**config.mk**
```make
export PLATFORM = sky130hd
export DESIGN_NAME = count_lcd_writer
export DESIGN_NICKNAME = d
export VERILOG_FILES = /design/src/rtl/count_lcd_writer.sv
export SDC_FILE = /design/constraint.sdc
export NUM_CORES = 1
export LEC_CHECK = 0
export CORE_ASPECT_RATIO = 1.4
export CORE_MARGIN = 5
export CORE_UTILIZATION = 45
export CTS_CLUSTER_SIZE = 12
export DETAILED_ROUTE_END_ITERATION = 16
export DONT_BUFFER_PORTS = 1
export HOLD_SLACK_MARGIN = 0.05
export PLACE_DENSITY_LB_ADDON = 0.3
export SETUP_SLACK_MARGIN = 0.5
export SLEW_MARGIN = 40
export SYNTH_ARGS = -nofsm -noshare
export SYNTH_HDL_FRONTEND = slang
export SYNTH_SLANG_ARGS = --single-unit
export TNS_END_PERCENT = 10
```
**constraint.sdc**
```tcl
create_clock -name clock -period 4.8 [get_ports clock]
set_clock_uncertainty 0.05 [all_clocks]
set_input_delay 0.48 -clock clock [delete_from_list [all_inputs] [get_ports clock]]
set_output_delay 0.48 -clock clock [all_outputs]
set_load 0.05 [all_outputs]
```
**src/rtl/count_lcd_writer.sv**
```systemverilog
// Shows each accepted 4-bit count as one ASCII hex character at DDRAM address 0 of an HD44780 LCD (4-bit bus).
// Optional macro COUNT_LCD_DEDUP_EN: skip the bus write when the value equals the last one displayed.
module count_lcd_writer #(
  parameter int unsigned E_PULSE_CYC  = 12,
  parameter int unsigned CMD_WAIT_CYC = 2000,
  parameter int unsigned CLR_WAIT_CYC = 82000,
  parameter int unsigned POR_WAIT_CYC = 750000
) (
  input  logic       clock,
  input  logic       reset,
  input  logic [3:0] value_in,
  input  logic       value_valid,
  output logic       ready,
  output logic       init_done,
  output logic       lcd_rs,
  output logic       lcd_rw,
  output logic       lcd_e,
  output logic [3:0] lcd_d
);

  localparam int unsigned MAX_AB  = (E_PULSE_CYC > CMD_WAIT_CYC) ? E_PULSE_CYC : CMD_WAIT_CYC;
  localparam int unsigned MAX_CD  = (CLR_WAIT_CYC > POR_WAIT_CYC) ? CLR_WAIT_CYC : POR_WAIT_CYC;
  localparam int unsigned MAX_CYC = (MAX_AB > MAX_CD) ? MAX_AB : MAX_CD;
  localparam int unsigned CLOG_W  = $clog2(MAX_CYC + 1);
  localparam int unsigned CNT_W   = (CLOG_W > 32'd20) ? CLOG_W : 32'd20;
  localparam int unsigned STEP_W  = 4;

  typedef enum logic [2:0] {POR_WAIT, INIT, IDLE, WR_ADDR, WR_CHAR} state_t;
  typedef enum logic [1:0] {PH_SETUP, PH_PULSE, PH_HOLD, PH_WAIT} phase_t;
  typedef enum logic [1:0] {W_PULSE, W_CMD, W_CLR} wsel_t;

  typedef struct packed {
    logic       rs;
    wsel_t      wsel;
    logic [3:0] d;
  } nib_t;

  state_t              state;
  phase_t              phase;
  wsel_t               wsel_q;
  logic [STEP_W-1:0]   step;
  logic [CNT_W-1:0]    cnt;
  logic [3:0]          val_q;

  state_t              tgt_state;
  logic [STEP_W-1:0]   tgt_step;
  nib_t                tgt_nib;
  logic [7:0]          ascii_c;
  logic [CNT_W-1:0]    wait_len_c;
  logic                pulse_last_c;
  logic                wait_last_c;
  logic                load_c;
  logic                dup_c;

  // Nibble schedule: what each step of each write sequence puts on the bus and how long it waits.
  function automatic nib_t nib_info(input state_t st, input logic [STEP_W-1:0] stp,
                                    input logic [7:0] ch);
    nib_t n;
    n = '{rs: 1'b0, wsel: W_CMD, d: 4'h0};
    case (st)
      INIT: begin
        case (stp)
          4'd0, 4'd1, 4'd2: begin n.d = 4'h3; n.wsel = W_CLR;   end
          4'd3:             begin n.d = 4'h2; n.wsel = W_CLR;   end
          4'd4:             begin n.d = 4'h2; n.wsel = W_PULSE; end
          4'd5:             begin n.d = 4'h8; n.wsel = W_CMD;   end
          4'd6:             begin n.d = 4'h0; n.wsel = W_PULSE; end
          4'd7:             begin n.d = 4'hC; n.wsel = W_CMD;   end
          4'd8:             begin n.d = 4'h0; n.wsel = W_PULSE; end
          4'd9:             begin n.d = 4'h1; n.wsel = W_CLR;   end
          4'd10:            begin n.d = 4'h0; n.wsel = W_PULSE; end
          4'd11:            begin n.d = 4'h6; n.wsel = W_CMD;   end
          default: ;
        endcase
      end
      WR_ADDR: begin
        n.d    = (stp == 4'd0) ? 4'h8 : 4'h0;
        n.wsel = (stp == 4'd0) ? W_PULSE : W_CMD;
      end
      WR_CHAR: begin
        n.rs   = 1'b1;
        n.d    = (stp == 4'd0) ? ch[7:4] : ch[3:0];
        n.wsel = (stp == 4'd0) ? W_PULSE : W_CMD;
      end
      default: ;
    endcase
    return n;
  endfunction

  assign ascii_c = (val_q < 4'd10) ? (8'h30 + 8'(val_q)) : (8'h37 + 8'(val_q));

`ifdef COUNT_LCD_DEDUP_EN
  logic [3:0] last_val;
  logic       last_vld;

  assign dup_c = last_vld && (value_in == last_val);

  // Remembers what is on the display so repeats can be absorbed without bus traffic.
  always_ff @(posedge clock) begin
    if (reset) begin
      last_val <= 4'h0;
      last_vld <= 1'b0;
    end else if (state == IDLE && value_valid) begin
      last_val <= value_in;
      last_vld <= 1'b1;
    end
  end
`else
  assign dup_c = 1'b0;
`endif

  always_comb begin
    wait_len_c = CNT_W'(CMD_WAIT_CYC);
    case (wsel_q)
      W_PULSE: wait_len_c = CNT_W'(E_PULSE_CYC);
      W_CLR:   wait_len_c = CNT_W'(CLR_WAIT_CYC);
      default: wait_len_c = CNT_W'(CMD_WAIT_CYC);
    endcase
  end

  assign pulse_last_c = (cnt == CNT_W'(E_PULSE_CYC - 1));
  assign wait_last_c  = (cnt == (wait_len_c - CNT_W'(1)));

  // Where the sequence goes when the current nibble (or POR wait, or idle acceptance) finishes.
  always_comb begin
    tgt_state = state;
    tgt_step  = step + 4'd1;
    load_c    = 1'b0;
    case (state)
      POR_WAIT: begin
        tgt_state = INIT;
        tgt_step  = '0;
        load_c    = (cnt == CNT_W'(POR_WAIT_CYC - 1));
      end
      INIT: begin
        if (step == 4'd11) begin
          tgt_state = IDLE;
          tgt_step  = '0;
        end
        load_c = (phase == PH_WAIT) && wait_last_c;
      end
      IDLE: begin
        tgt_state = WR_ADDR;
        tgt_step  = '0;
        load_c    = value_valid && !dup_c;
      end
      WR_ADDR: begin
        if (step == 4'd1) begin
          tgt_state = WR_CHAR;
          tgt_step  = '0;
        end
        load_c = (phase == PH_WAIT) && wait_last_c;
      end
      WR_CHAR: begin
        if (step == 4'd1) begin
          tgt_state = IDLE;
          tgt_step  = '0;
        end
        load_c = (phase == PH_WAIT) && wait_last_c;
      end
      default: ;
    endcase
    tgt_nib = nib_info(tgt_state, tgt_step, ascii_c);
  end

  // Sequencer and bus drivers; loading a nibble always enters its SETUP cycle with E low.
  always_ff @(posedge clock) begin
    if (reset) begin
      state     <= POR_WAIT;
      phase     <= PH_SETUP;
      wsel_q    <= W_PULSE;
      step      <= '0;
      cnt       <= '0;
      val_q     <= 4'h0;
      init_done <= 1'b0;
      lcd_rs    <= 1'b0;
      lcd_e     <= 1'b0;
      lcd_d     <= 4'h0;
    end else if (load_c) begin
      state <= tgt_state;
      step  <= tgt_step;
      phase <= PH_SETUP;
      cnt   <= '0;
      lcd_e <= 1'b0;
      if (state == IDLE) val_q <= value_in;
      if (tgt_state == IDLE) begin
        init_done <= 1'b1;
      end else begin
        lcd_rs <= tgt_nib.rs;
        lcd_d  <= tgt_nib.d;
        wsel_q <= tgt_nib.wsel;
      end
    end else begin
      case (state)
        POR_WAIT: cnt <= cnt + CNT_W'(1);
        INIT, WR_ADDR, WR_CHAR: begin
          case (phase)
            PH_SETUP: begin
              phase <= PH_PULSE;
              lcd_e <= 1'b1;
              cnt   <= '0;
            end
            PH_PULSE: begin
              if (pulse_last_c) begin
                phase <= PH_HOLD;
                lcd_e <= 1'b0;
              end else begin
                cnt <= cnt + CNT_W'(1);
              end
            end
            PH_HOLD: begin
              phase <= PH_WAIT;
              cnt   <= '0;
            end
            default: cnt <= cnt + CNT_W'(1);
          endcase
        end
        default: ;
      endcase
    end
  end

  assign ready  = (state == IDLE);
  assign lcd_rw = 1'b0;

endmodule

```
==> reports/qor.csv, run 1 <==
metric;value;unit
status;finished, final reports clean;
Worst slew margin;0.438;
Multi-input gate area;0.00183;mm^2
Hold Vio Cnt, Final;0;
Inserted Clock Buffers;5;
Pleak;0.946;nW
Root Buffer;clkbuf_8;
first-pass GRT wire length;11900;um
Inst Count DP;408;
CP Class;reg -> reg;
Crit path buffers/inverters;0;
main combinational cell family by area after synthesis;simple AND/OR/NAND/NOR gates;
post-cts resize count;0;
vias per cell;6.25;
Reg clk slew, reported paths;90;ps
critical path startpoint;state[0]$_SDFFE_PP0P_;
Overall Global Routing Usage;0.177;
Pwr Total;0.718;mW
drt drc;0;
share of layout cells above drive strength 1;0.105;
crit-path leading delay family;multiplexers;
WL final;6740;um
Max Cap Violations;0;
Reg2Reg Launch Point;state[0]$_SDFFE_PP0P_;
Routed Antenna Nets;0;
Worst Hold Launch;reset;
GRT overflow;0;
Crit. End Element;flip-flop;
Post-DP Area;0.00281;mm^2
EDFF count, synth;0;
post-synthesis simple-gate area fraction;0.294;
largest net degree at the start of global routing;20;
Seq/Total Area, Yosys;0.298;
H-tree depth;2;
vias post-DR;2598;
post-synth top area share;0.298;
CTS tree;yes;
Util after Layout;0.473;
Worst setup SP type;flip-flop;
mux cell area share after synthesis;0.0324;
critical path's slowest cell;mux2i_1;
DP HPWL;5060;um
Final period util;0.563;
setup violators final;0;
number of DRC markers in iteration 0;231;
total negative setup slack;0;ps
die height;104;um
clk sink count;42;
VDD IR max;0.136;mV
Arr. time, crit path;2880;ps
FMAX;370;MHz
final instance area;0.00292;mm^2
CTS Hold Bufs;0;
synthesized area per cell;7.92;um^2
Yosys warning total;0;
RSZ-0062 raised after global routing;false;
routed len/inst;16.2;um
Layout Cells excl Fill;416;
final critical-path required period;2700;ps
Syn Nets;372;
Post-Synth Adder-Cell Area;0.0399;
setup bufs post-CTS;0;
Die W;76.9;um
Final GP Congestion;0.981;
# rows;34;
ranking of synthesized cells by area;dfxtp_1, a21oi_1, nor2_1, ha_1, nand2_1;
worst-margin pin slew;819;ps
power density cells;246;mW/mm^2
Post-Syn Area;0.00282;mm^2
worst-case clock buffer depth;2;
Hold Crit Class;in -> reg;
antenna fix cells;0;
Die Area;0.00797;mm^2
initial antenna violation count;0;
PortBufs;0;
max-slew violations;0;
Hold WS;181;ps
worst-path fanout max;13;
net count reported at finish;359;
CP peak stage delay;770;ps
Syn Inst Count;356;
Core Box Area;0.00617;mm^2
post-synthesis compound-gate area fraction;0.241;
required time of the critical path;4980;ps
xor-xnor portion of the synthesized cell area;0.0373;
Post-synth top flop;dfxtp_1;
FF-to-FF setup slack;2100;ps
Skew-Pair Late Insertion Delay;300;ps
pre-CTS WS;2130;ps
cell accounting for the most synthesized area;dfxtp_1;
initial core utilization;0.457;
most frequent cells in the layout;nor2_1, dfxtp_1, a21oi_1;
post-synth cell types;73;
Final WS setup;2100;ps
FILL cells;582;
FF/Latch Area;841;um^2
post-synthesis register bit count;42;
asr flop ratio synth;0;
drt first pass iters;4;
sequence of cells on the critical path;mux2i_1 > o211ai_1 > or3b_2 > a21oi_1;
I/O pins;16;
vias in the first global route;2504;
Synth-to-Final Area Change;3.55;%
==> report_power, final <==
group | switching (mW) | internal [mW]
sequential | 0.0159 | 0.354
clock | 0.128 | 0.153
combinational | 0.0411 | 0.0250
total | 0.185 | 0.533
==> final timing paths <==
kind                                end  cells after the start
hold reg to reg     cnt[1]$_SDFFE_PP0P_                      2
setup / recovery   cnt[16]$_SDFFE_PP0P_                      4
setup reg to reg   cnt[16]$_SDFFE_PP0P_                      4
hold / removal    state[1]$_SDFFE_PP0P_                      1
==> layout make-up <==
class	count	area share
Inverter	12	0.0154
Tap cell	72	0.0309
Multi-Input combinational cell	282	0.628
Clock buffer	5	0.0236
Clock inverter	3	0.0137
Sequential cell	42	0.288
==> registers in the layout, indices dropped and copies added (netlist names) <==
register   count
state          3
phase          2
lcd_e          1
init_done      1
step           4
lcd_rs         1
val_q          4
lcd_d          4
cnt           20
wsel_q         2
==> kinds of logic after synthesis <==
family	Yosys count
simple gates	152
compound gates	99
flops	42
buf+inv	32
xor+xnor	12
fa+ha+maj	9
mux	9
other cells	1
==> synth_stat cells, types with 8 or more instances <==
cell	n
or3_1	8
nor2_1	42
xor2_1	9
inv_1	12
a21oi_1	33
clkbuf_1	8
nand2_1	26
mux2i_1	8
nand3_1	16
ha_1	9
o21ai_0	19
dfxtp_1	42
==> per-layer routing <==
metal  wire [um]  track usage  up-vias
met2        3610        0.317       69
met3         298       0.0356       20
met1        2580        0.192     1240
met4         250       0.0913        0
met5           0            0        -
li1            -            -     1269
Note: power is estimated with default switching activity, not from simulation.
==> inputs of run 2 (changes only) <==
- ABC_AREA: default -> 1
- clock period: 4.8 -> 2.8 ns (I/O delays scaled with it)
==> run 2 against run 1 <==
Compared with the run above:
- sequential cell count did not move
- clock power rose by 74%
- total power grew 57%
- register-to-register slack worse by 1400 ps
- sequential power up 64%
- final cell count rose by 33%
- first-iteration DRC count shrank 26%
- utilization is 1.4 points higher
- synthesized cell count grew 31%
- maximum frequency rose by 26%
- critical endpoint is now cnt[3]$_SDFFE_PP0P_
- highest routed layer unchanged
==> reports/qor.csv, run 2 <==
metric;value;unit;change
WL final;7720;um;+15%
PortBufs;0;;unchanged
die height;108;um;+4.0%
Worst setup SP type;flip-flop;;
Max Cap Violations;0;;unchanged
post-synth cell types;41;;-44%
Die Area;0.00861;mm^2;+8.0%
Pleak;1.29;nW;+36%
Reg2Reg Launch Point;cnt[0]$_SDFFE_PP0P_;;
antenna fix cells;0;;unchanged
post-synth top area share;0.274;;-0.0248
Post-synth top cells;nand2_1, nor2_1, inv_1;;
Inst Count DP;545;;+34%
asr flop ratio synth;0;;unchanged
CP Class;reg -> reg;;
Inserted Clock Buffers;5;;unchanged
VDD IR max;0.224;mV;+65%
Routed Antenna Nets;0;;unchanged
Syn Nets;481;;+29%
Synth-to-Final Area Change;4.72;%;
max-slew violations;0;;unchanged
cell accounting for the most synthesized area;dfxtp_1;;
Hold Crit Class;in -> reg;;
Crit. End Element;flip-flop;;
post-synthesis register bit count;42;;unchanged
# rows;35;;+2.9%
Layout Cells excl Fill;554;;+33%
setup violators final;0;;unchanged
share of layout cells above drive strength 1;0.126;;+0.0209
Hold Vio Cnt, Final;0;;unchanged
Util after Layout;0.487;;+0.0136
most frequent cells in the layout;nand2_1, nor2_1, inv_1;;
first-pass GRT wire length;13200;um;+11%
CTS tree;yes;;
Yosys warning total;0;;unchanged
routed len/inst;13.9;um;-14%
total negative setup slack;0;ps;unchanged
drt first pass iters;4;;unchanged
vias post-DR;2971;;+14%
clk sink count;42;;unchanged
initial core utilization;0.465;;+0.00790
drt drc;0;;unchanged
Syn Inst Count;465;;+31%
FF-to-FF setup slack;660;ps;-1440 ps
Seq/Total Area, Yosys;0.274;;-0.0248
worst-case clock buffer depth;2;;unchanged
status;finished, final reports clean;;
Post-Syn Area;0.00307;mm^2;+9.1%
Skew-Pair Late Insertion Delay;300;ps;about the same
Worst slew margin;0.642;;+0.204
initial antenna violation count;0;;unchanged
leading cell type in the layout, fill and taps excluded;nand2_1;;
power density cells;349;mW/mm^2;+42%
Worst Hold Launch;value_valid;;
DP HPWL;5940;um;+18%
FMAX;466;MHz;+26%
Core Box Area;0.00661;mm^2;+7.2%
net count reported at finish;477;;+33%
Final period util;0.766;;+0.203
Overall Global Routing Usage;0.191;;+0.0139
Root Buffer;clkbuf_8;;
worst-margin pin slew;536;ps;-283 ps
required time of the critical path;2990;ps;-1990 ps
EDFF count, synth;0;;unchanged
final critical-path required period;2140;ps;-560 ps
vias per cell;5.36;;-14%
GRT overflow;0;;unchanged
largest net degree at the start of global routing;19;;-5.0%
Final GP Congestion;0.996;;+1.5%
most flop-heavy register;cnt;;
max reg flops;20;;unchanged
H-tree depth;2;;unchanged
synthesized area per cell;6.61;um^2;-17%
vias in the first global route;2849;;+14%
Reg clk slew, reported paths;90;ps;about the same
Arr. time, crit path;2330;ps;-550 ps
ranking of synthesized cells by area;dfxtp_1, nand2_1, nor2_1, a21oi_1, inv_1;;
RSZ-0062 raised after global routing;false;;
setup bufs post-CTS;0;;unchanged
number of DRC markers in iteration 0;170;;-26%
r2r endpoint;cnt[3]$_SDFFE_PP0P_;;
Die W;79.9;um;+3.9%
Post-synth top flop;dfxtp_1;;
hold depth;2;;+1
I/O pins;16;;unchanged
worst-path fanout max;18;;+5
most common cell in the synthesized netlist;nand2_1;;
worst r2r path cells;10;;+6
Hold Path Sink;val_q[2]$_SDFFE_PP0P_;;
[run 2: how the worst max path moves through the flow]
stage                                     start                   end
after global placement    state[2]$_SDFFE_PP0P_   cnt[3]$_SDFFE_PP0P_
after global routing        cnt[0]$_SDFFE_PP0P_  step[3]$_SDFFE_PP0P_
after CTS                 state[2]$_SDFFE_PP0P_   cnt[3]$_SDFFE_PP0P_
final                       cnt[0]$_SDFFE_PP0P_   cnt[3]$_SDFFE_PP0P_
after detailed placement  state[2]$_SDFFE_PP0P_   cnt[3]$_SDFFE_PP0P_
after floorplan           state[1]$_SDFFE_PP0P_  cnt[10]$_SDFFE_PP0P_
[run 2: metrics by stage]
step | cell area [um^2] | total power, mW | worst slack, ps | hold WS (ps)
global placement | 3100 | 0.646 | 601 | 294
floorplan | 3070 | 0.646 | 1070 | 390
global route | 3220 | 1.16 | 529 | 134
detailed placement | 3100 | 0.646 | 572 | 297
CTS | 3210 | 1.14 | 550 | 87.4
finish | 3220 | 1.12 | 655 | 88.7
[run 2: cell type report]
cell class	instances	area [um^2]
Multi-Input combinational cell	351	1910
Clock buffer	7	76.3
Tap cell	92	115
Inverter	57	216
Sequential cell	42	842
Clock inverter	1	30.0
Timing Repair Buffer	4	32.5
Fill cell	714	3390
[run 2: cell families after synthesis]
| kind of cell | count (synthesis) | share of synthesized area |
|---|---|---|
| other cells | 1 | 0.00122 |
| compound gates | 86 | 0.168 |
| buf+inv | 72 | 0.108 |
| simple gates | 238 | 0.364 |
| flops | 42 | 0.274 |
| xor+xnor | 17 | 0.0484 |
| fa+ha+maj | 9 | 0.0366 |
[run 2: critical path, stage by stage (launching register included)]
cell and delay (ps):
dfxtp_1 350, ha_1 280, nand3_1 110, nor2_1 50
nand3_1 160, nor2_2 70, nor2_2 340, inv_2 240
o21ai_0 210, nand2_1 110, nor2_1 90
[run 2: report_power, final]
group	leakage, nW	switching (mW)	internal [mW]
clock network	0.0524	0.221	0.267
logic	0.894	0.0224	0.00832
registers	0.339	0.00483	0.601
total	1.29	0.248	0.876
[run 2: metal layers]
layer  part of all wire  track usage
met1               0.39        0.197
met2               0.54        0.364
met3              0.030       0.0293
met4              0.040       0.0930
met5                  0            0
[run 2: what timing repair did]
action                                  in CTS  in global routing
endpoints found under the setup margin       0                  6
gates resized for setup                      0                  2
hold buffers                                 1                  0
endpoints found under the hold margin        8                  0
